**src/rtl/mips_pkg.sv**
```systemverilog
// Shared constants and occupancy encoding for the MIPS inter-stage buffers.
package mips_pkg;
  localparam int          PC_W_DEF   = 32;
  localparam int          DATA_W_DEF = 32;
  localparam logic [31:0] MIPS_NOP   = 32'h0000_0000; // sll $0,$0,0

  typedef enum logic [1:0] {
    OCC_EMPTY = 2'd0,
    OCC_ONE   = 2'd1,
    OCC_TWO   = 2'd2
  } occ_e;
endpackage

```
**src/rtl/pipe_slot.sv**
```systemverilog
// W-bit storage register with load enable and async active-low reset to RST_VAL.
module pipe_slot #(
  parameter int             W       = 32,
  parameter logic [W-1:0]   RST_VAL = '0
) (
  input  logic         clk_i,
  input  logic         rst_ni,
  input  logic         load_i,
  input  logic [W-1:0] d_i,
  output logic [W-1:0] q_o
);
  logic [W-1:0] val_q;

  always_ff @(posedge clk_i or negedge rst_ni) begin
    if (!rst_ni) val_q <= RST_VAL;
    else if (load_i) val_q <= d_i;
  end

  assign q_o = val_q;
endmodule

```
**src/rtl/pipe_stage_buffer.sv**
```systemverilog
// Inter-stage pipeline register carrying {pc, instr} with valid/ready handshake,
// optional 2-entry skid, synchronous flush, NOP bubbles and a saturating stall counter.
module pipe_stage_buffer
  import mips_pkg::*;
#(
  parameter int                PC_W     = PC_W_DEF,
  parameter int                DATA_W   = DATA_W_DEF,
  parameter logic [DATA_W-1:0] NOP_WORD = DATA_W'(MIPS_NOP),
  parameter bit                SKID     = 1'b1
) (
  input  logic              clock,
  input  logic              reset,
  input  logic              flush,
  input  logic              in_valid,
  output logic              in_ready,
  input  logic [PC_W-1:0]   pc_in,
  input  logic [DATA_W-1:0] data_in,
  output logic              out_valid,
  input  logic              out_ready,
  output logic [PC_W-1:0]   pc_out,
  output logic [DATA_W-1:0] data_out,
  output logic [15:0]       stall_cnt
);
  occ_e              state_q, state_d;
  logic              load_m, load_s, m_from_s;
  logic              in_xfer, out_xfer;
  logic [PC_W-1:0]   m_pc_q, s_pc_q, m_pc_d;
  logic [DATA_W-1:0] m_data_q, s_data_q, m_data_d;
  logic [15:0]       stall_q, stall_d;

  // Without the skid entry a full buffer can only accept while it is draining.
  assign in_ready  = SKID ? (state_q != OCC_TWO) : ((state_q == OCC_EMPTY) || out_ready);
  assign out_valid = (state_q != OCC_EMPTY);
  assign in_xfer   = in_valid && in_ready;
  assign out_xfer  = out_valid && out_ready;

  always_comb begin
    state_d  = state_q;
    load_m   = 1'b0;
    load_s   = 1'b0;
    m_from_s = 1'b0;
    if (flush) begin
      state_d = OCC_EMPTY;
    end else begin
      case (state_q)
        OCC_EMPTY: if (in_xfer) begin
          state_d = OCC_ONE;
          load_m  = 1'b1;
        end
        OCC_ONE: begin
          if (in_xfer && out_xfer) begin
            load_m = 1'b1;
          end else if (in_xfer) begin
            state_d = OCC_TWO;
            load_s  = 1'b1;
          end else if (out_xfer) begin
            state_d = OCC_EMPTY;
          end
        end
        OCC_TWO: if (out_xfer) begin
          state_d  = OCC_ONE;
          load_m   = 1'b1;
          m_from_s = 1'b1;
        end
        default: state_d = OCC_EMPTY;
      endcase
    end
  end

  assign m_pc_d   = m_from_s ? s_pc_q   : pc_in;
  assign m_data_d = m_from_s ? s_data_q : data_in;
  assign stall_d  = (out_valid && !out_ready && (stall_q != 16'hFFFF)) ? stall_q + 16'd1 : stall_q;

  always_ff @(posedge clock or negedge reset) begin
    if (!reset) begin
      state_q <= OCC_EMPTY;
      stall_q <= 16'd0;
    end else begin
      state_q <= state_d;
      stall_q <= stall_d;
    end
  end

  pipe_slot #(.W(PC_W),   .RST_VAL('0))       u_m_pc   (.clk_i(clock), .rst_ni(reset), .load_i(load_m), .d_i(m_pc_d),   .q_o(m_pc_q));
  pipe_slot #(.W(DATA_W), .RST_VAL(NOP_WORD)) u_m_data (.clk_i(clock), .rst_ni(reset), .load_i(load_m), .d_i(m_data_d), .q_o(m_data_q));
  pipe_slot #(.W(PC_W),   .RST_VAL('0))       u_s_pc   (.clk_i(clock), .rst_ni(reset), .load_i(load_s), .d_i(pc_in),    .q_o(s_pc_q));
  pipe_slot #(.W(DATA_W), .RST_VAL(NOP_WORD)) u_s_data (.clk_i(clock), .rst_ni(reset), .load_i(load_s), .d_i(data_in),  .q_o(s_data_q));

  // Bubble whenever nothing valid is held so stale words never leak downstream.
  assign pc_out    = out_valid ? m_pc_q   : '0;
  assign data_out  = out_valid ? m_data_q : NOP_WORD;
  assign stall_cnt = stall_q;
endmodule

```
**config.mk**
```make
export PLATFORM = sky130hd
export DESIGN_NAME = pipe_stage_buffer
export DESIGN_NICKNAME = d
export VERILOG_FILES = /design/src/rtl/mips_pkg.sv /design/src/rtl/pipe_slot.sv /design/src/rtl/pipe_stage_buffer.sv
export SDC_FILE = /design/constraint.sdc
export NUM_CORES = 1
export LEC_CHECK = 0
export ABC_AREA = 0
export BUFFER_PORTS_ARGS = -buffer_cell sky130_fd_sc_hd__buf_2
export CELL_PAD_IN_SITES_DETAIL_PLACEMENT = 1
export CELL_PAD_IN_SITES_GLOBAL_PLACEMENT = 1
export CORE_ASPECT_RATIO = 1.25
export CORE_MARGIN = 1.5
export CORE_UTILIZATION = 45
export DETAILED_ROUTE_END_ITERATION = 6
export MAX_ROUTING_LAYER = met4
export PLACE_DENSITY = 0.84
export RECOVER_POWER = 100
export SYNTH_ARGS = -nofsm -noshare
export SYNTH_HDL_FRONTEND = slang
export SYNTH_SLANG_ARGS = --single-unit
```
**constraint.sdc**
```tcl
create_clock -name clock -period 2.15 [get_ports clock]
set_input_delay 0.215 -clock clock [delete_from_list [all_inputs] [get_ports clock]]
set_output_delay 0.215 -clock clock [all_outputs]
set_load 0.02 [all_outputs]
```
Word-level counts from Yosys, hierarchy flattened
Cells that the tools add are included.
{ "totals": {"elab_cells": 45, "ff_bits": 146} }
{ "classes": {"muxes": 21, "n_eq_ne": 8, "reduce_logical": 9, "addsub": 1} }
{ "op_table": {"columns": ["cell", "n"], "rows": [
  ["$mux W32", 4],
  ["$add A16 B1 Y16 const B", 1],
  ["$ne A16 B16 Y1 const B", 1],
  ["$mux W2", 6],
  ["$mux W1", 9],
  ["$ne A3 B3 Y1 const B", 3],
  ["$pmux W2 S3", 1],
  ["$logic_and A1 B1 Y1", 5],
  ["$ne A4 B4 Y1 const B", 1],
  ["$reduce_and A4 Y1", 1],
  ["$pmux W1 S3", 1],
  ["$eq A2 B1 Y1 const B", 1],
  ["$eq A2 B2 Y1 const B", 1],
  ["$logic_not A2 Y1", 1],
  ["$ne A2 B2 Y1 const B", 1],
  ["$reduce_bool A2 Y1", 1],
  ["$logic_not A1 Y1", 1]
]} }

Depth between registers and ports, before layout
Gate-level depths: netlist of the first run.
{ "depth": {"ltp_word": 7, "ltp_mapped": 6, "mapped_depth_nobuf": 5} }

Modules after synthesis
Synthesis of the first run repeated with hierarchy kept, for this count alone.
{ "unflattened": {"cells_unflattened": 500, "area_unflattened_um2": 7539.7} }
{ "by_module_without_submodules": {"columns": ["mod", "seq_area_each_um2", "area_per_inst_um2", "cells_each", "instances"], "rows": [
  ["pipe_slot", 800.8, 1345.0, 68, 4],
  ["pipe_stage_buffer", 450.4, 2159.6, 228, 1]
]} }

Worst setup path after synthesis of the first run
Ideal clock, no wire load.
{ "synth_path": {"kind": "register to register", "startpoint": "register stall_q[0] (netlist: stall_cnt[0])", "endpoint": "register stall_q[1] (netlist: stall_cnt[1])", "setup_time_ns": 0.125, "slack_ns": 0.308, "path_stages_with_launch": 6, "path_buffers": 0, "period_less_slack_ns": 1.842, "t_arrival_ns": 1.717, "path_cell_list": "dfrtp_1 > ha_1 > nand4_2 > nor4_4 > nor2_2 > mux2_2"} }
{ "synth_via": {"elab_chain_cells": 2, "elab_cells_between_ends": 3, "classes_between": "add/sub: 1; eq/ne: 1; reduce/logical: 1"} }
{ "synth_rtl": {"columns": ["item", "line_no", "text"], "rows": [
  ["start: declaration", "pipe_stage_buffer.sv:29", "logic [15:0] stall_q, stall_d;"],
  ["start signal: assignment", "pipe_stage_buffer.sv:80", "stall_q <= stall_d;"],
  ["parallel branches: the longest is 2 deep, another holds $add A16 B1 Y16", null, null]
]} }
Several ways; the timed one is not identified.
A chain may end at the register's enable or synchronous reset.

Worst setup path in the final report of the first run
{ "layout_path": {"startpoint": "register state_q[1]", "endpoint": "output port data_out[20]"} }
{ "layout_via": {"elab_chain_cells": 2} }
{ "layout_rtl": {"columns": ["item", "line_no", "text"], "rows": [
  ["start: declaration", "pipe_stage_buffer.sv:24", "occ_e state_q, state_d;"],
  ["start signal: assignment", "pipe_stage_buffer.sv:79", "state_q <= state_d;"],
  ["$reduce_bool A2 Y1", "pipe_stage_buffer.sv:33", "assign out_valid = (state_q != OCC_EMPTY);"],
  ["$mux W32", "pipe_stage_buffer.sv:91", "assign data_out = out_valid ? m_data_q : NOP_WORD;"],
  ["end: declaration", "pipe_stage_buffer.sv:21", "output logic [DATA_W-1:0] data_out,"]
]} }
No other way between the ends.

==> impl_results.md, run 1 <==
- CTS Root Cell: clkbuf_16
- CP Launch Type: register
- Cells after Synth: 509
- Final Max Slew Viols: between 50 and 60
- Top cells by area, synth: dfrtp_1 (50%), mux2_2 (20%), mux2_4 (13%), and2_1 (5.5%), buf_12 (1.7%)
- Core footprint: 15700 um2
- Synth-to-Final Area Change: 18.8%
- Initial drt markers: around 170
- Hold path depth: 2
- Post-DP HPWL: around 11000 um
- Post-CTS Setup Inserts: 0
- Failing checks: capacitance limit, slew limit
- Setup-failing EPs final: 0
- Final worst path period share: 0.961
- Mapped Area: around 7300 um2
- F_max: 484 MHz
- Reg2Reg Depth: 6
- Arr. time, crit path: 1.85 ns
- RSZ-0062 raised after global routing: no
- CTS sink cnt: 146
- Max_cap viols: 1
- Rel. slew slack: -0.0116
- Antenna-violating nets left: 0
- Async set-reset flop share out of synthesis: 1.00
- Antenna violations before repair: 1
- Run status: finished with violations
- Die footprint: between 15000 and 20000 um2
- Final Critical Period: 2.07 ns
- Critical path capture point: data_out[20]
- Vias per cell: 5.13
- Critical path fanouts, max: 35
- Layout Nets: around 730
- Clock buffer depth: 2
- Share of cells above drive strength 1: 0.492
- Drt pass-1 iters: 4
- PD cells: 983 nW/um2
- H-tree Lvls: 4
- Final wirelength: 16900 um
- Worst Path Required: 1.93 ns
- Tot GR Track Use: 0.218
- Reg2reg end: u_m_pc.q_o[15]
- Synthesized area per cell: 14.3 um2
- Worst vdd ir: 0.000516 V
- Critical Path Source: state_q[1]
- Reg-to-Reg Start: state_q[0]
- Leakage power: 3.91 nW
- Fill cell count: between 1500 and 2000
- Clk_skew: roughly 0.0093 ns
- CP endpoint kind: primary output
- FP Rows: 51
- Count of buffers from port buffering: 150
- Clk slew on worst S/H paths: around 0.06 ns
- Num CTS Buffers: 17
- Fin worst setup slack: around 0.083 ns
- DR WL/cell: 19.0 um
- Yosys reg bits: 146
- Commonest non-fill, non-tap cell in the layout: dfrtp_1
- Worst setup path class: register to primary output
- Layout Cells excl Fill: a little under 900
- Netlist cell types: 44
- Area share of the largest cell type after synthesis: 0.503
- Gr ovfl total: 0
- Ys Warns: 0
- Boundary Pins: about 150
- Most frequent cells in the layout: dfrtp_1 (145), mux2_2 (128), buf_2 (95)
- Setup TNS Final: 0 ns
- Main synth FF type: dfrtp_1
- Placer Congestion: 0.781
- Vias in the first global route: 5249
- Worst Hold Class: input port to register
- Die Ht: 145 um
- Final hold vios: 0
- Cell accounting for the most synthesized area: dfrtp_1
- Syn nets: 579
- R2R setup slack: 0.11 ns
- Clock latency at the later pin of the worst-skew pair: 0.42 ns
- EDFF count, synth: 0
- Global-route wire length before repair: 27500 um
- Placed cells: 856
- Starting Density: 0.463
- Pre-CTS WS: 0.157 ns
- Vias: approximately 4600
- Largest net degree at the start of global routing: between 50 and 60
- Register area share after synthesis: 0.503
- Worst Tran Pin Value: between 1.5 and 2 ns
- Hold_ws: just under 0.04 ns
- Die X: between 100 and 150 um
- CTS tree: yes
- DRC viols: 0
critical path, stage by stage, from the launching register on:
cell and delay, ns:
dfrtp_2 0.46, or2_2 0.32, buf_4 0.24, and2_0 0.22, buf_2 0.17
kinds of logic after synthesis:
| group | share of synthesized area |
|---|---|
| XOR/XNOR | 0.0133 |
| flip-flops | 0.503 |
| adder cells (fa/ha/maj) | 0.00172 |
| AND/OR/NAND/NOR | 0.0997 |
| AO/OA/AOI/OAI | 0.0126 |
| buffers and inverters | 0.0355 |
| multiplexers | 0.334 |
area by class of cell:
cell class | count | area (um2) | area share
clock buffer | 19 | 443 | 0.0513
timing repair buffer | 164 | 920 | 0.107
multi-input combinational | 331 | 3150 | 0.365
antenna | 1 | 2.50 | 0.000290
clock inverter | 13 | 185 | 0.0214
tap | 212 | 265 | 0.0307
sequential | 146 | 3650 | 0.423
inverter | 4 | 15.0 | 0.00174
layer usage:
layer,wire [um],track usage
met1,6740,0.236
met3,717,0.0526
met5,0,-
met2,9080,0.383
met4,392,0.0771
state kept, by name, summed over array words and instances (netlist names):
| register | flops |
|---|---|
| stall_cnt | 16 |
| state_q | 2 |
| u_m_data.q_o | 32 |
| u_m_pc.q_o | 32 |
| u_s_data.q_o | 32 |
| u_s_pc.q_o | 32 |
synthesized netlist by cell type (all sizes together) (2+ instances only):
cell type,number
a21oi,3
nor3,9
clkbuf,7
nand3,4
a31oi,2
dfrtp,146
or2,2
xor2,8
inv,4
buf,21
xnor2,3
mux2,194
nor4,6
nor3b,2
nand2b,2
nand4,5
nor2,4
and2,64
nand2,9
how the worst min path moves through the flow:
| stage | start | end | slack [ns] |
|---|---|---|---|
| final | flush | state_q[0] | 0.04 |
| after global routing | data_in[15] | u_s_data.q_o[15] | 0.02 |
| after CTS | data_in[18] | u_s_data.q_o[18] | 0.02 |
| after detailed placement | reset | u_m_data.q_o[2] | 0.23 |
| after global placement | reset | u_m_data.q_o[7] | 0.22 |
| after floorplan | reset | stall_cnt[0] | -0.08 |
per-stage QoR:
step | total power [mW] | util | area (um2)
detailed placement | 5.49 | 0.526 | 8250
global placement | 5.32 | 0.526 | 8250
floorplan | 4.85 | - | 7260
finish | 8.49 | 0.550 | 8630
global route | 8.90 | 0.550 | 8630
CTS | 8.68 | 0.566 | 8890
power breakdown:
group          total (mW)  leakage, nW  switching, mW  internal [mW]
Clock                3.14        0.291           1.17           1.97
Sequential           3.77         1.76          0.385           3.39
Combinational        1.57         1.86          0.760          0.809
Total                8.49         3.91           2.32           6.17
repair_timing:
| item | in CTS | in global routing |
|---|---|---|
| endpoints found under the setup margin | 0 | 24 |
| hold endpoints to repair | 55 | 0 |
| resized for setup | 0 | 1 |
| hold buffers | 1 | 0 |
Power figures use the tool's default switching activity.
==> inputs of run 2 (changes only) <==
--- a/config.mk
+++ b/config.mk
@@ -6,16 +6,17 @@
 export NUM_CORES = 1
 export LEC_CHECK = 0
 export ABC_AREA = 0
-export BUFFER_PORTS_ARGS = -buffer_cell sky130_fd_sc_hd__buf_2
 export CELL_PAD_IN_SITES_DETAIL_PLACEMENT = 1
 export CELL_PAD_IN_SITES_GLOBAL_PLACEMENT = 1
 export CORE_ASPECT_RATIO = 1.25
 export CORE_MARGIN = 1.5
-export CORE_UTILIZATION = 45
+export CORE_UTILIZATION = 50
 export DETAILED_ROUTE_END_ITERATION = 6
+export DONT_BUFFER_PORTS = 1
 export MAX_ROUTING_LAYER = met4
-export PLACE_DENSITY = 0.84
+export PLACE_DENSITY = 0.81
 export RECOVER_POWER = 100
+export REMOVE_ABC_BUFFERS = 1
 export SYNTH_ARGS = -nofsm -noshare
 export SYNTH_HDL_FRONTEND = slang
 export SYNTH_SLANG_ARGS = --single-unit
==> run 2 against run 1 <==
Against the previous run: register-to-register slack worse by 0.05 ns; global-route usage is 2.0 points higher; the run ends with hold timing left; total power is 4.4% lower.
==> impl_results.md, run 2 (same netlist as run 1, synthesis figures left out) <==
- Drt pass-1 iters: 4
- Die footprint: approximately 15000 um2
- CTS sink cnt: 146
- Layout Nets: 656
- DR WL/cell: 22.1 um
- Core footprint: 14300 um2
- Vias per cell: 5.55
- Final worst path period share: 0.970
- Count of buffers from port buffering: 0
- Antenna violations before repair: 0
- Layout Cells excl Fill: 777
- DRC viols: 0
- Worst Path Required: 2.45 ns
- Die Ht: 138 um
- Worst path bufs/invs: 2
- Post-layout util: 0.595
- Final Max Slew Viols: 0
- Placer Congestion: 0.848
- Share of cells above drive strength 1: 0.339
- Worst vdd ir: 0.000617 V
- Final wirelength: 17100 um
- RSZ-0062 raised after global routing: no
- Commonest non-fill, non-tap cell in the layout: dfrtp_1
- F_max: 479 MHz
- Clk slew on worst S/H paths: about 0.060 ns
- Gr ovfl total: 0
- Critical path fanouts, max: 21
- Run status: finished with violations
- CTS Root Cell: clkbuf_16
- H-tree Lvls: 4
- Global-route wire length before repair: around 27000 um
- Antenna cells: 0
- Arr. time, crit path: between 2 and 2.5 ns
- Slowest stage delay, CP: about 0.48 ns
- FP Rows: 49
- Max_cap viols: 0
- Crit-path leading delay family: multiplexers
- Synth-to-Final Area Change: 17.0%
- Worst setup path class: register to register
- Final Critical Period: 2.09 ns
- Hold_ws: -0.511 ns
- Post-DP HPWL: 9930 um
- Reg2Reg Depth: 6
- Initial drt markers: 130
- Worst path slowest cell: dfrtp_2
- Clock latency at the later pin of the worst-skew pair: 0.42 ns
- Post-CTS Hold Fix Bufs: 66
- CP Cell Sequence: nand2b_4, nor3b_4, buf_4, buf_12, mux2_1, mux2_2
- CTS tree: yes
- Vias in the first global route: 4829
- CP endpoint kind: register
- Vias: about 4300
- Starting Density: 0.509
- Antenna-violating nets left: 0
- Worst Tran Pin Value: 0.585 ns
- Boundary Pins: 151
- Setup-failing EPs final: 0
- Rel. slew slack: 0.610
- Placed cells: 678
- Num CTS Buffers: 17
- CP Launch Type: register
- PD cells: 955 nW/um2
- Die X: 111 um
- Worst Hold Class: input port to asynchronous set/reset pin
- Largest net degree at the start of global routing: about 150
- Crit path depth: 6
- Clk_skew: about 0.0099 ns
- Most frequent cells in the layout: dfrtp_1 (144), mux2_2 (127), dlygate4sd3_1 (66)
- Failing checks: hold timing
- Tot GR Track Use: 0.238
- Leakage power: 3.59 nW
- Clock buffer depth: 2
- Final hold vios: 146
-- run 2: changes by cell type in the layout (fill, tap and decap cells not counted), moves of 2 or more --
cell | before | now
buf_2 | 95 | 0
mux2_4 | 17 | 20
bufinv_16 | 4 | 2
clkinv_4 | 2 | 0
mux2_1 | 49 | 47
clkbuf_8 | 1 | 3
and2_0 | 24 | 33
clkinvlp_4 | 5 | 2
clkbuf_2 | 38 | 0
dlygate4sd3_1 | 1 | 66
clkbuf_1 | 18 | 9
and2_1 | 40 | 31
clkinv_2 | 2 | 7
-- run 2: repair_timing --
| item | 4_1_cts | 5_1_grt |
|---|---|---|
| pin swaps | 1 | 0 |
| gates cloned | 1 | 0 |
| endpoints found under the hold margin | 212 | 146 |
| gates resized for setup | 1 | 3 |
| setup endpoints to repair | 65 | 57 |
| buffers inserted | 0 | 0 |
-- run 2: cell type report --
type,instances,area [um2]
multi-input cells,332,3180
fillers,1365,5790
inverters,4,15.0
repair buffers,85,843
clock buffers,21,470
flip-flops and latches,146,3660
clock inverters,11,110
well taps,178,223
-- run 2: worst paths after layout --
check	startpoint	to	slack [ns]
min in group clock	data_in[5]	u_m_data.q_o[5]	0.06
worst min register to register	u_m_data.q_o[5]	u_m_data.q_o[5]	0.49
worst max-delay path	state_q[0]	u_m_pc.q_o[20]	0.06
worst min-delay path	reset	state_q[0]	-0.51
worst max register to register	state_q[0]	u_m_pc.q_o[20]	0.06
max in group asynchronous	reset	u_s_pc.q_o[0]	2.36
-- run 2: power by group --
part           switching (mW)  leakage (nW)  internal (mW)
Combinational           0.727          1.54          0.751
Sequential              0.344          1.76           3.39
Clock                    1.12         0.288           1.78
Total                    2.19          3.59           5.93
-- run 2: layer usage --
layer  up-vias  track usage  share of wire
met5         -            -              0
met4         0       0.0734          0.015
met3        17       0.0713          0.051
met2       102        0.418           0.54
met1      2251        0.263           0.39
li1       1944            -              -
-- run 2: through the flow --
| stage | instance area (um2) | setup TNS, ns | setup WS (ns) | hold slack, ns | total power, mW |
|---|---|---|---|---|---|
| after floorplan | 7020 | -449.95 | -3.93 | -0.0806 | 4.84 |
| after global placement | 7490 | 0 | 0.192 | -0.0746 | 5.10 |
| after detailed placement | 7490 | 0 | 0.116 | -0.0761 | 5.24 |
| after CTS | 8740 | -0.000991 | -0.000991 | -0.528 | 8.27 |
| after global routing | 8500 | 0 | 0.00780 | -0.533 | 8.46 |
| final | 8500 | 0 | 0.0638 | -0.511 | 8.11 |
